<file path="src/rtl/cpldintf_gen_pkg.sv">
// -----------------------------------------------------------------------------
// cpldintf_gen_pkg
// Shared definitions for the CPLD-to-FPGA microprocessor bridge:
//   - FSM state enumeration
//   - derivation helpers for the word-index width (WB) and the number of
//     haddr bits that reach the internal address (HA)
//   - default data word returned on an access timeout
// -----------------------------------------------------------------------------
package cpldintf_gen_pkg;

    typedef enum logic [2:0] {
        ST_IDLE,
        ST_LADDR,
        ST_DATA,
        ST_ACCESS,
        ST_DONE
    } state_t;

    localparam logic [15:0] DEF_TOVAL = 16'hCAFE;

    // Number of laddr bits that select a pin word inside an internal word.
    function automatic int wb_of(input int nw);
        return $clog2(nw);
    endfunction

    // Number of haddr bits used on top of laddr[PW-1:WB] to fill AW bits.
    function automatic int ha_of(input int aw, input int pw, input int nw);
        return aw - (pw - $clog2(nw));
    endfunction

endpackage

</file>
<file path="src/rtl/cpldintf_gen.sv">
// -----------------------------------------------------------------------------
// cpldintf_gen
// Bridge between a PW-bit multiplexed, pcs-framed CPLD pin bus and a
// DW = PW*NW bit internal register bus. Each pcs frame carries one pin word:
// haddr (bit PW-1 = write), laddr (low bits = word index), then data for
// writes. Partial words are buffered in both directions; an internal access
// is only issued for a read of word 0 or a write of word NW-1. Each access
// ends on up_rdy or after TOUT cycles, the latter returning TOVAL and setting
// a sticky error flag.
//
// Ports
//   sclk, rst_          clock, asynchronous active-low reset
//   pcs, pdi            pin frame select and multiplexed pin data in
//   pdo, pdoe, prdy     pin read data, its output enable, frame complete
//   pint, pintoe        interrupt (registered) and its output enable to pins
//   up_addr             internal word address {haddr[HA-1:0], laddr[PW-1:WB]}
//   up_rd, up_wr,
//   up_rnw, up_cs_      access qualifiers, up_cs_ active low and registered
//   up_wrd              registered internal write data
//   up_rdd, up_rdy      internal read data and access-done pulse
//   up_int, up_intoe    interrupt sources from the register side
//   err_clr, tout_err   clear input and sticky timeout flag
// -----------------------------------------------------------------------------
module cpldintf_gen
    import cpldintf_gen_pkg::*;
#(
    parameter int              PW    = 16,
    parameter int              NW    = 2,
    parameter int              AW    = 24,
    parameter int              TOUT  = 4095,
    parameter logic [PW-1:0]   TOVAL = PW'(DEF_TOVAL)
) (
    input  logic               sclk,
    input  logic               rst_,
    input  logic               pcs,
    input  logic [PW-1:0]      pdi,
    output logic [PW-1:0]      pdo,
    output logic               pdoe,
    output logic               prdy,
    output logic               pint,
    output logic               pintoe,
    output logic [AW-1:0]      up_addr,
    output logic               up_rd,
    output logic               up_wr,
    output logic               up_rnw,
    output logic               up_cs_,
    output logic [PW*NW-1:0]   up_wrd,
    input  logic [PW*NW-1:0]   up_rdd,
    input  logic               up_rdy,
    input  logic               up_int,
    input  logic               up_intoe,
    input  logic               err_clr,
    output logic               tout_err
);

    localparam int WB  = wb_of(NW);
    localparam int HA  = ha_of(AW, PW, NW);
    localparam int DW  = PW * NW;
    localparam int TCW = $clog2(TOUT + 1);

    localparam logic [WB-1:0]  IDX_LAST = WB'(NW - 1);
    localparam logic [TCW-1:0] TC_LAST  = TCW'(TOUT - 1);

    state_t              state_reg, state_next;
    logic [PW-1:0]       haddr_reg;
    logic [PW-1:0]       laddr_reg;
    logic [PW-1:0]       wrbuf_reg [NW];
    logic [PW-1:0]       rdbuf_reg [NW];
    logic [DW-1:0]       up_wrd_reg;
    logic                up_cs_reg;
    logic                prdy_reg;
    logic [TCW-1:0]      tcnt_reg;
    logic                toflag_reg;
    logic                tout_err_reg;
    logic                pint_reg;

    logic                is_wr;
    logic [WB-1:0]       idx;
    logic                rd_start;
    logic                wr_start;
    logic                access_done;
    logic                timeout_hit;
    logic [DW-1:0]       wr_assemble;

    assign is_wr = haddr_reg[PW-1];
    assign idx   = laddr_reg[WB-1:0];

    // A read of word 0 fetches the whole internal word; reads of the other
    // words are served from rdbuf without touching the register bus.
    assign rd_start    = pcs && (state_reg == ST_LADDR) && !is_wr && (pdi[WB-1:0] == '0);
    // Only the last pin word of a write launches the internal write.
    assign wr_start    = pcs && (state_reg == ST_DATA) && (idx == IDX_LAST);
    assign access_done = pcs && (state_reg == ST_ACCESS) && up_rdy;
    // up_rdy arriving on the final count wins over the timeout.
    assign timeout_hit = pcs && (state_reg == ST_ACCESS) && !up_rdy && (tcnt_reg == TC_LAST);

    // Write word assembly: last word straight from the pins, lower words
    // from the buffer filled by earlier frames.
    generate
        for (genvar gi = 0; gi < NW; gi++) begin : g_wr_asm
            if (gi == NW - 1) begin : g_last
                assign wr_assemble[gi*PW +: PW] = pdi;
            end else begin : g_buf
                assign wr_assemble[gi*PW +: PW] = wrbuf_reg[gi];
            end
        end
    endgenerate

    // Next-state logic
    always_comb begin
        state_next = state_reg;
        if (!pcs) begin
            state_next = ST_IDLE;
        end else begin
            case (state_reg)
                ST_IDLE:   state_next = ST_LADDR;
                ST_LADDR: begin
                    if (is_wr)
                        state_next = ST_DATA;
                    else if (pdi[WB-1:0] == '0)
                        state_next = ST_ACCESS;
                    else
                        state_next = ST_DONE;
                end
                ST_DATA:   state_next = (idx == IDX_LAST) ? ST_ACCESS : ST_DONE;
                ST_ACCESS: begin
                    if (up_rdy || timeout_hit)
                        state_next = ST_DONE;
                end
                ST_DONE:   state_next = ST_DONE;
                default:   state_next = ST_IDLE;
            endcase
        end
    end

    // Control and address registers
    always_ff @(posedge sclk or negedge rst_) begin
        if (!rst_) begin
            state_reg    <= ST_IDLE;
            haddr_reg    <= '0;
            laddr_reg    <= '0;
            up_wrd_reg   <= '0;
            up_cs_reg    <= 1'b1;
            prdy_reg     <= 1'b0;
            tcnt_reg     <= '0;
            toflag_reg   <= 1'b0;
            tout_err_reg <= 1'b0;
            pint_reg     <= 1'b0;
        end else begin
            state_reg <= state_next;
            prdy_reg  <= (state_next == ST_DONE);
            pint_reg  <= up_int;

            if (pcs && state_reg == ST_IDLE)
                haddr_reg <= pdi;
            if (pcs && state_reg == ST_LADDR)
                laddr_reg <= pdi;
            if (wr_start)
                up_wrd_reg <= wr_assemble;

            if (rd_start || wr_start)
                up_cs_reg <= 1'b0;
            else if (!pcs || access_done || timeout_hit)
                up_cs_reg <= 1'b1;

            if (pcs && state_reg == ST_ACCESS)
                tcnt_reg <= tcnt_reg + 1'b1;
            else
                tcnt_reg <= '0;

            if (!pcs)
                toflag_reg <= 1'b0;
            else if (timeout_hit)
                toflag_reg <= 1'b1;

            if (timeout_hit)
                tout_err_reg <= 1'b1;
            else if (err_clr)
                tout_err_reg <= 1'b0;
        end
    end

    // Per-word data buffers; they survive pcs drops and only reset to TOVAL.
    generate
        for (genvar gi = 0; gi < NW; gi++) begin : g_buf
            always_ff @(posedge sclk or negedge rst_) begin
                if (!rst_) begin
                    wrbuf_reg[gi] <= TOVAL;
                    rdbuf_reg[gi] <= TOVAL;
                end else begin
                    if (pcs && state_reg == ST_DATA && idx == WB'(gi))
                        wrbuf_reg[gi] <= pdi;
                    if (access_done && !is_wr)
                        rdbuf_reg[gi] <= up_rdd[gi*PW +: PW];
                end
            end
        end
    endgenerate

    assign up_addr  = {haddr_reg[HA-1:0], laddr_reg[PW-1:WB]};
    assign up_cs_   = up_cs_reg;
    assign up_rd    = !up_cs_reg && !is_wr;
    assign up_wr    = !up_cs_reg && is_wr;
    assign up_rnw   = up_rd;
    assign up_wrd   = up_wrd_reg;
    assign pdo      = toflag_reg ? TOVAL : rdbuf_reg[idx];
    assign pdoe     = pcs && !is_wr && (state_reg == ST_ACCESS || state_reg == ST_DONE);
    assign prdy     = prdy_reg;
    assign pint     = pint_reg;
    assign pintoe   = up_intoe;
    assign tout_err = tout_err_reg;

endmodule

</file>
<file path="config.mk">
export PLATFORM = sky130hd
export DESIGN_NAME = cpldintf_gen
export DESIGN_NICKNAME = d
export VERILOG_FILES = /design/src/rtl/cpldintf_gen_pkg.sv /design/src/rtl/cpldintf_gen.sv
export SDC_FILE = /design/constraint.sdc
export NUM_CORES = 1
export LEC_CHECK = 0
export ABC_AREA = 1
export CAP_MARGIN = 30
export CORE_MARGIN = 10
export CORE_UTILIZATION = 53
export DETAILED_ROUTE_END_ITERATION = 10
export GPL_ROUTABILITY_DRIVEN = 0
export PLACE_DENSITY = 0.83
export SYNTH_ARGS = -nofsm -noshare
export SYNTH_HDL_FRONTEND = slang
export SYNTH_SLANG_ARGS = --single-unit
</file>
<file path="constraint.sdc">
create_clock -name sclk -period 2.7 [get_ports sclk]
set_input_delay 0.405 -clock sclk [delete_from_list [all_inputs] [get_ports sclk]]
set_output_delay 0.405 -clock sclk [all_outputs]
set_load 0.01 [all_outputs]
</file>
-- Yosys cells after proc, flatten, opt, wreduce, memory -nomap -nowiden
Cells that the tools add are included.
- add/subtract/negate cells: 1
- magnitude comparators: 1
- equal/unequal tests: 7
- mux-type cells: 17
- bitwise logic cells: 3
- reduce and logical (&&, ||, !) cells: 28
- operators with widths (kind ; count):
    $mux W16 ; 4
    $logic_and A1 B1 Y1 ; 16
    $mux W3 ; 5
    $pmux W3 S5 ; 1
    $add A12 B1 Y12 const B ; 1
    $eq A12 B12 Y1 const B ; 1
    $mux W12 ; 1
    $eq A3 B2 Y1 const B ; 2
    $eq A3 B3 Y1 const B ; 2
    $mux W1 ; 6
    $logic_or A1 B1 Y1 ; 5
    $logic_not A1 Y1 ; 4
    $reduce_bool A2 Y1 ; 2
    $eq A3 B1 Y1 const B ; 1
    $logic_not A3 Y1 ; 1
    $ge A2 B2 Y1 const B ; 1
    $ne A2 B1 Y1 const B ; 1
    $not A1 Y1 ; 2
    $not A1 Y2 ; 1
- bits in registers: 132
- input bits: 55
- word-level logic and storage cells: 70

-- Longest topological paths before layout
- depth in word-level cells: 9
- mapped depth: 10
- mapped depth without buffers: 10

-- Least setup slack after synthesis
OpenSTA, ideal clock, no wires.
- path type: register to output
- start: register laddr_reg[0]
- end: output port pdo[11]
- arrival time: 1.068 ns
- slack: 1.227 ns
- cell stages (with the launch flop): 6
- path buffers: 2
- path through: dfrtp_1 > buf_2 > inv_2 > buf_1 > nand2_1 > nand3_1
- longest elaborated chain between the ends: 5
- ends and longest elaborated chain (item ; line ; RTL):
    from (decl) ; cpldintf_gen.sv:66 ; logic [PW-1:0] laddr_reg;
    from (signal assigned) ; cpldintf_gen.sv:157 ; laddr_reg <= pdi;
    $not A1 Y2 (not written as such) ; cpldintf_gen.sv:206 ; assign pdo = toflag_reg ? TOVAL : rdbuf_reg[idx];
    $mux W16 (not written as such) (3 in a row) ; cpldintf_gen.sv:206 ;
    $mux W16 ; cpldintf_gen.sv:206 ;
    to (decl) ; cpldintf_gen.sv:37 ; output logic [PW-1:0] pdo,
Every way passes these cells. The select of a mux whose other input is x is not followed.

-- Worst setup path in the final report
- start: register state_reg[0]
- end: output port pdoe
- longest elaborated chain between the ends: 3
- elaborated cells between the ends (all ways): 4
- those cells by class: 2 x eq/ne; 2 x reduce/logical
- ends and longest elaborated chain (item ; line ; RTL):
    from (decl) ; cpldintf_gen.sv:64 ; state_t state_reg, state_next;
    from (signal assigned) ; cpldintf_gen.sv:150 ; state_reg <= state_next;
    $eq A3 B2 Y1 or $eq A3 B3 Y1 (tied branches) ; cpldintf_gen.sv:207 ; assign pdoe = pcs && !is_wr && (state_reg == ST_ACCESS || state_reg == ST_DONE);
    $logic_or A1 B1 Y1 (*) ; cpldintf_gen.sv:207 ;
    $logic_and A1 B1 Y1 (*) ; cpldintf_gen.sv:207 ;
    to (decl) ; cpldintf_gen.sv:38 ; output logic pdoe,
Every way passes the cells marked *; elsewhere a longest branch is shown, timed or not.

==> metrics.txt <==
WP buf/inv 2; Placeable Area slightly above 10000 um^2; #FFs+latches synth 126; leading area contributor after synthesis dfrtp_1; CTS tree yes; Synth Area per Inst 9.66 um^2; outcome finished, final reports clean; layout cells sized above 1 0.162; H-tree depth 4; DRC 0; Max Fclk 0.404 GHz; Max stage delay on crit path 570 ps; Syn Std Cell Area 5540 um^2; internal power 0.00550 W; total gr overflow 0; skew final between 7 and 8 ps; fill count 702; Worst Max-Slew Pin Slew ~610 ps; post-CTS setup buffer count 0; Tcrit/Tclk final 0.916; vias per cell 5.12; Final Critical Period around 2500 ps; Slew Limit Fails 0; hold path depth 1; Worst-Skew Late Latency 510 ps; combinational share of power 0.335; total CTS buffers 17; critical path cell sequence inv_1 -> nor2_1 -> nand2_1 -> a211oi_1 -> clkdlybuf4s50_1; Sequential Area 3200 um^2; Hold Worst Slack 335 ps; Leak Pwr 3.44 nW; Final setup viols 0; register area share after synthesis 0.577; register clock-pin slew on the reported worst setup and hold paths 60 ps; VDD IR-drop max around 0.00066 V; Sequential Power Share 0.394; largest net degree at the start of global routing 54; clock network fraction of total power 0.271; CP Data Arrival Time 2070 ps; syn_nets between 600 and 700; Die H around 120 um; Net Sw Frac 0.325; Psw around 0.0026 W; CP startpoint state_reg[0]; PortBufs 133; detailed placer's ending HPWL 10100 um; setup_tns 0 ps; RR Endpoint rdbuf_reg[16]; Ports 136; Final nets 741; Rel. slew slack 0.589; RSZ-0062 raised after global routing false; Crit path max-delay family buffers and inverters; area of the multi-input gates about 1700 um^2; initial antenna violation count 0; Required @ worst endpoint 2300 ps; Total Routing Usage GR 0.193; wire per inst ~17 um; total iterations of the first detailed-routing run 4; root buf cell clkbuf_8; P&R area growth vs syn 33.0%; global-route wire length before repair 23000 um; Max-cap violations 0; leading cell types in the layout, fill and taps excluded nand2_1 (133), clkdlybuf4s50_1 (132), dfrtp_1 (91), o21ai_0 (68), inv_1 (65); Crit. path cell count 5; CP max-delay cell clkdlybuf4s50_1; Antenna diodes 0; r2r worst-path depth 7; Worst setup SP type register; warnings from Yosys 0; type of the most critical hold path input pin to register; CTS sink cnt 126; Vias 4262; vias in the first global route 4529; distinct cell type count after synthesis 30; ranking of synthesized cells by area dfrtp_1 (42%), dfstp_2 (16%), nand2_1 (9.0%); Starting DRT DRC Count around 250; Final Hold Vio Count 0; crit path max fanout 4; CP Class register to output pin; share of the synthesized area in the top cell type 0.416; Total Wirelength ~14000 um; Syn Inst Count between 500 and 600; ANT nets after route 0; PwrDens 1110 nW/um^2; Worst R2R Setup Slack 920 ps; Cell Rows 37; worst r2r src state_reg[2]; most common cell after layout, fill and taps aside nand2_1; Worst Setup EP pdoe; DIE AREA about 15000 um^2; hold wc startpoint up_int; initial core utilization 0.541; Max Root-Sink Buffers 2; critical path endpoint category output pin; Die W around 120 um
metrics by stage:
stage                     cells  setup slack (ps)  total power [W]  cell area [um^2]  utilization
after floorplan             573              1230          0.00468              5540            -
after global placement      800               267          0.00583              6770        0.662
after detailed placement    800               244          0.00595              6770        0.662
after CTS                   833              86.8          0.00820              7360        0.719
after global routing        833              29.4          0.00861              7370        0.720
final                       833               227          0.00814              7370        0.720
Yosys cell counts:
cell type	count
mux2_4	16
buf_1	2
nor2_1	27
buf_4	26
o21ai_2	15
a21oi_1	12
nand2_1	133
nor3_1	6
nand2_2	1
nand3_1	16
inv_2	1
xor2_1	1
a211oi_1	1
o21ai_1	23
o21a_1	2
buf_2	3
nand4_1	2
clkbuf_1	9
dfstp_2	34
dfrtp_1	92
nor2_2	1
ha_1	2
a31oi_1	1
clkinv_2	1
xnor2_1	1
buf_6	9
inv_1	66
nand4_4	1
nand3_4	1
o21ai_0	68
power groups by stage:
stage	combinational [W]	sequential, W	clock (W)
floorplan	0.00149	0.00319	0
global placement	0.00264	0.00319	0
detailed placement	0.00273	0.00322	0
CTS	0.00277	0.00321	0.00222
global route	0.00301	0.00330	0.00229
finish	0.00273	0.00321	0.00220
worst min path at each step:
stage,endpoint,slack (ps)
final,pint,340
after floorplan,haddr_reg[0],110
after global placement,pint,450
after global routing,pint,330
after detailed placement,pint,450
after CTS,pint,320
final cells by class:
type                       instances  area share
sequential                       126       0.434
multi-input combinational        330       0.235
timing repair buffer             141       0.194
clock buffer                      17      0.0562
inverter                          68      0.0353
tap                              136      0.0231
clock inverter                    15      0.0221
metal layers:
metal / global-route usage / share of wire
met3: 0.0620 / 0.065
met4: 0.0700 / 0.016
met5: 0 / 0
met2: 0.326 / 0.51
met1: 0.228 / 0.41
cell families (layout without fill, tap and decap cells):
| group | Yosys count | count (layout) | share of synthesized area |
|---|---|---|---|
| mux | 16 | 16 | 0.0434 |
| compound gates | 122 | 122 | 0.122 |
| xor+xnor | 2 | 2 | 0.00316 |
| buf+inv | 117 | 241 | 0.110 |
| simple gates | 188 | 188 | 0.140 |
| flops | 126 | 126 | 0.577 |
| fa+ha+maj | 2 | 2 | 0.00452 |
worst register-to-register path: cells and delay by family (launching register included):
kind / cells / cell delay (ps)
compound gates: 1 / 70
buf+inv: 3 / 600
flops: 1 / 420
simple gates: 3 / 580
timing repair:
action,4_1_cts,5_1_grt
resized for setup,0,2
setup endpoints to repair,0,3
endpoints found under the hold margin,39,0
hold buffers,1,0
No activity file was read; power rests on OpenSTA's default activity.
